## src/rtl/booth_product_accumulator.sv

```systemverilog
// Sums N_TERMS consecutive signed 64-bit products into an ACC_W-bit dot product,
// flags signed overflow and queues finished sums in a 2-entry output FIFO.
module booth_product_accumulator #(
    parameter int N_TERMS = 8,
    parameter int ACC_W   = 72
) (
    input  logic             clk,
    input  logic             reset,
    input  logic             start,
    input  logic [63:0]      prod_in,
    input  logic             prod_valid,
    output logic [ACC_W-1:0] res_data,
    output logic             res_ovf,
    output logic             res_valid,
    input  logic             res_ready,
    output logic             busy,
    output logic [7:0]       term_cnt,
    output logic             overrun,
    output logic             dbg_state
);

    // Handshake: a result transfers on any rising edge where res_valid && res_ready;
    // res_data/res_ovf are held stable while res_valid is high and res_ready is low.

    typedef enum logic {IDLE = 1'b0, ACCUM = 1'b1} state_t;

    localparam logic [7:0] LAST = 8'(N_TERMS);

    state_t           state_q, state_d;
    logic [ACC_W-1:0] acc_q, acc_d;
    logic [7:0]       cnt_q, cnt_d;
    logic             ovf_run_q, ovf_run_d;
    logic             overrun_q, overrun_d;

    logic [ACC_W-1:0] head_q, head_d, tail_q, tail_d;
    logic             head_ovf_q, head_ovf_d, tail_ovf_q, tail_ovf_d;
    logic             head_v_q, head_v_d, tail_v_q, tail_v_d;

    logic signed [63:0] prod_s;
    logic [ACC_W-1:0]   prod_ext;
    logic [ACC_W-1:0]   base, sum;
    logic [7:0]         base_cnt;
    logic               base_ovf, add_ovf, accept, push, pop, push_ovf;

    assign prod_s   = $signed(prod_in);
    assign prod_ext = ACC_W'(prod_s);

    always_comb begin
        state_d   = state_q;
        acc_d     = acc_q;
        cnt_d     = cnt_q;
        ovf_run_d = ovf_run_q;
        overrun_d = overrun_q;
        base      = acc_q;
        base_cnt  = cnt_q;
        base_ovf  = ovf_run_q;
        push      = 1'b0;
        push_ovf  = 1'b0;
        accept    = prod_valid && (start || state_q == ACCUM);

        // A start-cycle product is term 1 of the fresh dot product.
        if (start) begin
            state_d   = ACCUM;
            acc_d     = '0;
            cnt_d     = '0;
            ovf_run_d = 1'b0;
            overrun_d = 1'b0;
            base      = '0;
            base_cnt  = '0;
            base_ovf  = 1'b0;
        end

        sum     = base + prod_ext;
        add_ovf = (base[ACC_W-1] == prod_ext[ACC_W-1]) && (sum[ACC_W-1] != base[ACC_W-1]);

        if (accept) begin
            acc_d     = sum;
            cnt_d     = base_cnt + 8'd1;
            ovf_run_d = base_ovf | add_ovf;
            if (base_cnt + 8'd1 == LAST) begin
                push     = 1'b1;
                push_ovf = base_ovf | add_ovf;
                state_d  = IDLE;
                cnt_d    = '0;
            end
        end

        pop = head_v_q && res_ready;
        if (push && tail_v_q && !pop) begin
            overrun_d = 1'b1;
        end
    end

    always_comb begin
        head_d     = head_q;
        head_ovf_d = head_ovf_q;
        head_v_d   = head_v_q;
        tail_d     = tail_q;
        tail_ovf_d = tail_ovf_q;
        tail_v_d   = tail_v_q;

        if (pop) begin
            head_d     = tail_q;
            head_ovf_d = tail_ovf_q;
            head_v_d   = tail_v_q;
            tail_v_d   = 1'b0;
        end

        // The new sum lands in whichever slot is free after this cycle's pop.
        if (push) begin
            if (pop ? !tail_v_q : !head_v_q) begin
                head_d     = sum;
                head_ovf_d = push_ovf;
                head_v_d   = 1'b1;
            end else if (pop || !tail_v_q) begin
                tail_d     = sum;
                tail_ovf_d = push_ovf;
                tail_v_d   = 1'b1;
            end
        end
    end

    always_ff @(posedge clk) begin
        if (reset) begin
            state_q    <= IDLE;
            acc_q      <= '0;
            cnt_q      <= '0;
            ovf_run_q  <= 1'b0;
            overrun_q  <= 1'b0;
            head_q     <= '0;
            head_ovf_q <= 1'b0;
            head_v_q   <= 1'b0;
            tail_q     <= '0;
            tail_ovf_q <= 1'b0;
            tail_v_q   <= 1'b0;
        end else begin
            state_q    <= state_d;
            acc_q      <= acc_d;
            cnt_q      <= cnt_d;
            ovf_run_q  <= ovf_run_d;
            overrun_q  <= overrun_d;
            head_q     <= head_d;
            head_ovf_q <= head_ovf_d;
            head_v_q   <= head_v_d;
            tail_q     <= tail_d;
            tail_ovf_q <= tail_ovf_d;
            tail_v_q   <= tail_v_d;
        end
    end

    assign res_data  = head_q;
    assign res_ovf   = head_ovf_q;
    assign res_valid = head_v_q;
    assign busy      = (state_q == ACCUM);
    assign term_cnt  = cnt_q;
    assign overrun   = overrun_q;
    assign dbg_state = state_q;

endmodule

```

## config.mk

```make
export PLATFORM = sky130hd
export DESIGN_NAME = booth_product_accumulator
export DESIGN_NICKNAME = d
export VERILOG_FILES = /design/src/rtl/booth_product_accumulator.sv
export SDC_FILE = /design/constraint.sdc
export NUM_CORES = 1
export LEC_CHECK = 0
export CAP_MARGIN = 40
export CELL_PAD_IN_SITES_DETAIL_PLACEMENT = 0
export CELL_PAD_IN_SITES_GLOBAL_PLACEMENT = 2
export CORE_ASPECT_RATIO = 1.1
export CORE_MARGIN = 2
export CORE_UTILIZATION = 36
export DETAILED_ROUTE_END_ITERATION = 12
export PLACE_DENSITY_LB_ADDON = 0.1
export SYNTH_ARGS = -nofsm -noshare
export SYNTH_HDL_FRONTEND = slang
export SYNTH_SLANG_ARGS = --single-unit
export TNS_END_PERCENT = 20
```

## constraint.sdc

```tcl
create_clock -name clk -period 11.1 [get_ports clk]
set_clock_uncertainty 0.1 [all_clocks]
set_input_delay 2.775 -clock clk [delete_from_list [all_inputs] [get_ports clk]]
set_output_delay 2.775 -clock clk [all_outputs]
set_load 0.05 [all_outputs]
```

* After elaboration in Yosys (flattened, before gate mapping)
Cells that the tools add are included.
Operators by class: add/sub/neg operators 2, eq/ne operators 3, muxes and demuxes 30, bitwise operators 2, reductions and logical operators 12
Operators with widths (count):
- 72-bit 2-to-1 mux | 5
- 72-bit adder | 1
- 8-bit 2-to-1 mux | 3
- 1-bit 2-to-1 mux | 22
- 8-bit by 1-bit adder with 8-bit output (second input constant) | 1
- 8-bit by 4-bit == test with 1-bit output (second input constant) | 1
- 1-bit logical AND | 5
- 1-bit logical NOT | 3
- 3-bit AND reduction | 1
- 1-bit logical OR | 2
- 2-bit nonzero test | 1
- 1-bit == test | 1
- 1-bit != test | 1
- 1-bit inverter | 1
- 1-bit bitwise OR | 1
Storage, ports and cells: bits in registers 231, bits of input ports 69, output and inout port bits 85, word-level logic and storage cells 60

* Longest topological paths before layout
depth after elaboration 9, mapped depth 17, mapped depth without buffers 14

* Worst setup path after synthesis
Ideal clock, no wire load.
path type input port to flip-flop, start in start, end reg tail_q[65], library setup time 0.062 ns, data arrival time 6.475 ns, data required time 10.938 ns, setup slack 4.463 ns, cell stages on the path 17, path buffers 3, cells stage by stage clkbuf_1 > buf_1 > clkbuf_1 > inv_1 > nand2_1 > inv_1 > ha_1 > a211oi_1 > o21ai_0 > or4b_1 > o211ai_2 > o21ai_2 > a2111oi_4 > o21ai_2 > o21a_1 > or4_1 > nand3_1
Between the ends: longest elaborated chain between the ends 6, elaborated cells between the ends (all ways) 10, classes of those cells add/sub (2); eq/ne (1); mux (4); reduce/logical (3)
RTL lines:
- from (decl) | RTL line 9 | input logic start,
- 8-bit 2-to-1 mux | RTL line 62 | if (start) begin
- 8-bit by 1-bit adder with 8-bit output | RTL line 80 | if (base_cnt + 8'd1 == LAST) begin
- 8-bit by 4-bit == test with 1-bit output | RTL line 80
- 1-bit 2-to-1 mux | RTL line 80
- 1-bit 2-to-1 mux | RTL line 76 | if (accept) begin
- 3-bit AND reduction (no line)
- to (signal assigned) | RTL line 145 | tail_q <= tail_d;
- to (decl) | RTL line 35 | logic [ACC_W-1:0] head_q, head_d, tail_q, tail_d;
Parallel ways exist; a longest one is shown, timed or not. A chain may end at the register's enable or synchronous reset.

* Worst setup path in the final report
start in start, end reg head_ovf_q, in the netlist res_ovf
Between the ends: longest elaborated chain between the ends 9, elaborated cells between the ends (all ways) 18, classes of those cells add/sub (2); eq/ne (3); mux (9); bitwise (1); reduce/logical (3)
RTL lines:
- 72-bit 2-to-1 mux | RTL line 62
- 72-bit adder | RTL line 73 | sum = base + prod_ext;
- 1-bit != test | RTL line 74 | add_ovf = (base[ACC_W-1] == prod_ext[ACC_W-1]) && (sum[ACC_W-1] != base[ACC_W-1]);
- 1-bit logical AND | RTL line 74
- 1-bit bitwise OR | RTL line 82 | push_ovf = base_ovf | add_ovf;
- 1-bit 2-to-1 mux | RTL line 80
- 1-bit 2-to-1 mux | RTL line 76
- 1-bit 2-to-1 mux | RTL line 111 | if (pop ? !tail_v_q : !head_v_q) begin
- 1-bit 2-to-1 mux * | RTL line 110 | if (push) begin
- to (signal assigned) | RTL line 143 | head_ovf_q <= head_ovf_d;
- to (decl) | RTL line 36 | logic head_ovf_q, head_ovf_d, tail_ovf_q, tail_ovf_d;
Mark *: on every way between the ends. The rest lies on a longest branch, timed or not.

==> impl_metrics.py <==
metrics = {
    "worst_hold_path": {
        "hold_path_class": "flop to flop",
        "min_from": "tail_q[59]",
        "whs_path_depth": 2,
        "hold-path-endpoint": "tail_q[59]",
    },
    "synthesis": {
        "synthTopCellsByArea": "dfxtp_1 34%, nand2_1 9.1%, a21oi_1 7.8%",
        "netlist_area_um2": 13700,
        "yosys.area.top_type": "dfxtp_1",
        "synthArstFlopShare_pct": 0,
        "yosysWarnings": 0,
        "synth-seq-cells": 231,
        "synth_top_area_share_pct": 33.7,
        "ys_seq_area_share_pct": 33.7,
        "synth_edf_count": 0,
        "syn_nets": 1972,
        "synthesis.instances": 1830,
        "synth_area_per_cell_um2": 7.50,
        "synth.distinct_cells": 68,
        "synth_top_flop_cell": "dfxtp_1",
    },
    "setup_path": {
        "worstPathArrival_ns": 6.84,
        "slowest_delay_ns": 0.59,
        "worstSetupStartpointType": "input port",
        "cp_max_fo": 83,
        "crit_family": "compound AO/OA/AOI/OAI gates",
        "r2r-end": "tail_q[65]",
        "critical_path_class": "input port to flop",
        "critPathBufInv": 5,
        "required_ns": 11.40,
        "crit_slowest_cell": "a2111oi_0",
        "worstPathCellList": "buf_2, buf_12, inv_1, nand2_1, inv_1, ha_1, a211oi_1, o21ai_0, nand4_1, a2111oi_0, buf_4, o2111ai_1, and4_1, o31ai_1, mux2i_1, a311oi_1",
        "reg2reg_from": "term_cnt[2]",
        "rrSetupSlack_ns": 6.98,
        "worst-r2r-cell-count": 10,
        "worstSetupEndpointType": "flop",
        "cpMostUsedCell": "inv_1",
    },
    "flow_run": {
        "cap_viol_max_count": 0,
    },
    "clock_tree": {
        "cts_max_path_buffers": 3,
        "cts-root-buf": "clkbuf_16",
        "numCtsBuffers": 27,
        "cts.clk_slew.worst_paths_ns": 0.06,
        "cts_setup_buffers": 0,
        "cts_resized": 0,
        "cts_tree": "done",
        "htree_num_levels": 1,
        "hold_buffers": 0,
        "cts.sinks": 231,
        "insertion_delay_ns": 0.56,
    },
    "layout": {
        "syn_to_final_growth_pct": 19.5,
        "n_antenna_cell": 0,
        "stdcell_area_um2": 16400,
        "fin_util_pct": 43.3,
        "nNetsFinal": 2035,
        "drive_gt1_share_pct": 4.24,
        "final_cell_mix": "330 x nand2_1, 230 x dfxtp_1, 213 x a21oi_1",
        "layout_commonest_cell": "nand2_1",
    },
    "global_routing": {
        "grt_pass1_vias": 12800,
        "antenna_found_initial": 0,
        "grt_pass1_wl_um": 71600,
        "grt_use_total_pct": 22.5,
        "gr-total-overflow": 0,
        "grt_max_degree": 84,
    },
    "floorplan": {
        "die_h_um": 209,
        "dieArea_um2": 39700,
        "rows": 75,
        "core_area_um2": 37900,
        "num_io_pins": 154,
        "die_w_um": 190,
        "start_util_pct": 36.2,
    },
    "detailed_routing": {
        "wl_um": 45400,
        "drt-wirelength-per-cell_um": 18.8,
        "viasPerCell": 5.43,
        "drc": 0,
        "drt_first_pass_iters": 5,
        "via_count": 13100,
        "antenna_left": 0,
        "drt_iter0_drc": 688,
    },
    "placement": {
        "gp_congestion": 0.830,
        "place_ws_ns": 3.93,
        "placed_area_um2": 15600,
        "io_buffers": 153,
        "dpl.hpwl_um": 31300,
    },
    "power_and_ir_drop": {
        "power_mw": 1.99,
        "p_leak_nw": 6.00,
        "max-vdd-ir-drop_uv": 99.2,
        "power_density_nw_per_um2": 121,
    },
    "timing": {
        "setup_viol": 0,
        "drv_slew": 0,
        "clock.fmax_mhz": 153,
        "tns_ns": 0,
        "worst_slew_pin_slew_ns": 0.855,
        "worst_slack_ns": 4.56,
        "maxSlewHeadroom_pct": 43.0,
        "hold_viol": 0,
        "finalCritPeriodShare_pct": 58.9,
        "layout_min_cycle_time_ns": 6.54,
        "rsz0062_at_grt": "false",
    },
    "status": {
        "run_status": "finished clean",
    },
}
[stage by stage]
stage	std cells	hold slack, ns
floorplan	1830	0.332
global placement	2361	0.338
detailed placement	2364	0.345
CTS	2411	0.353
global route	2411	0.365
finish	2411	0.350
[Yosys cell counts (5+ instances only)]
master    number
a211oi_1      47
a21boi_0       6
a21o_1        25
a21oi_1      213
a221oi_1       5
a311oi_1      53
a31oi_1       10
and2_1        14
and3_1        31
and4_1         6
buf_1         10
clkbuf_1     121
dfxtp_1      231
ha_1          72
inv_1         29
mux2i_1       13
nand2_1      332
nand2b_1      10
nand3_1      102
nand4_1       25
nor2_1       118
nor2b_1       85
nor3_1        16
nor4_1         6
o211ai_1       9
o21a_1         6
o21ai_0       70
o21ai_1       11
o21bai_1      14
xnor2_1       46
xor2_1        26
[state kept, by name (all words and copies together), names as in the netlist]
name and flops:
busy 1, tail_ovf_q 1, overrun 1, term_cnt 8, tail_q 72, ovf_run_q 1, acc_q 72, res_valid 1
res_data 72, res_ovf 1, tail_v_q 1
[worst max-delay path by stage]
stage	start	end	slack [ns]	depth (start not counted)
6_report	start	res_ovf	4.56	16
5_1_grt	start	res_ovf	4.10	16
4_1_cts	start	res_ovf	4.50	16
3_5_place_dp	start	res_ovf	3.93	16
3_3_place_gp	start	res_ovf	3.86	16
2_1_floorplan	start	tail_q[65]	4.46	17
[routing by layer]
layer / GRT usage [%] / share of wire (%) / up-vias
met3: 2.45 / 3.1 / 50
met4: 5.96 / 2.2 / 0
met2: 39.4 / 49 / 219
met1: 29.4 / 46 / 6197
met5: 0 / 0 / -
li1: - / - / 6618
[cell type report]
type / count / area (um^2)
Fill cell: 3967 / 21500
Multi-Input combinational cell: 1434 / 8520
Sequential cell: 231 / 4630
Timing Repair Buffer: 170 / 1710
Clock buffer: 42 / 792
Tap cell: 500 / 626
Inverter: 29 / 109
Clock inverter: 5 / 28.8
[kinds of logic after synthesis]
family          count (synthesis)  synth area share (%)
flops                         231                  33.7
compound gates                512                  23.6
mux                            14                  1.03
simple gates                  763                  25.8
fa+ha+maj                      73                  6.71
xor+xnor                       72                  4.59
buf+inv                       165                  4.57
[report_power, final]
part           switching [mW]  internal [mW]
Sequential            0.00351          0.845
Clock                   0.363          0.486
Combinational           0.188          0.105
[tightest hold or removal path, cell delays in order, from the launching register on]
cell and delay, ns:
dfxtp_1 0.31, nand2_1 0.05, a21oi_1 0.05
Power figures use the tool's default switching activity.
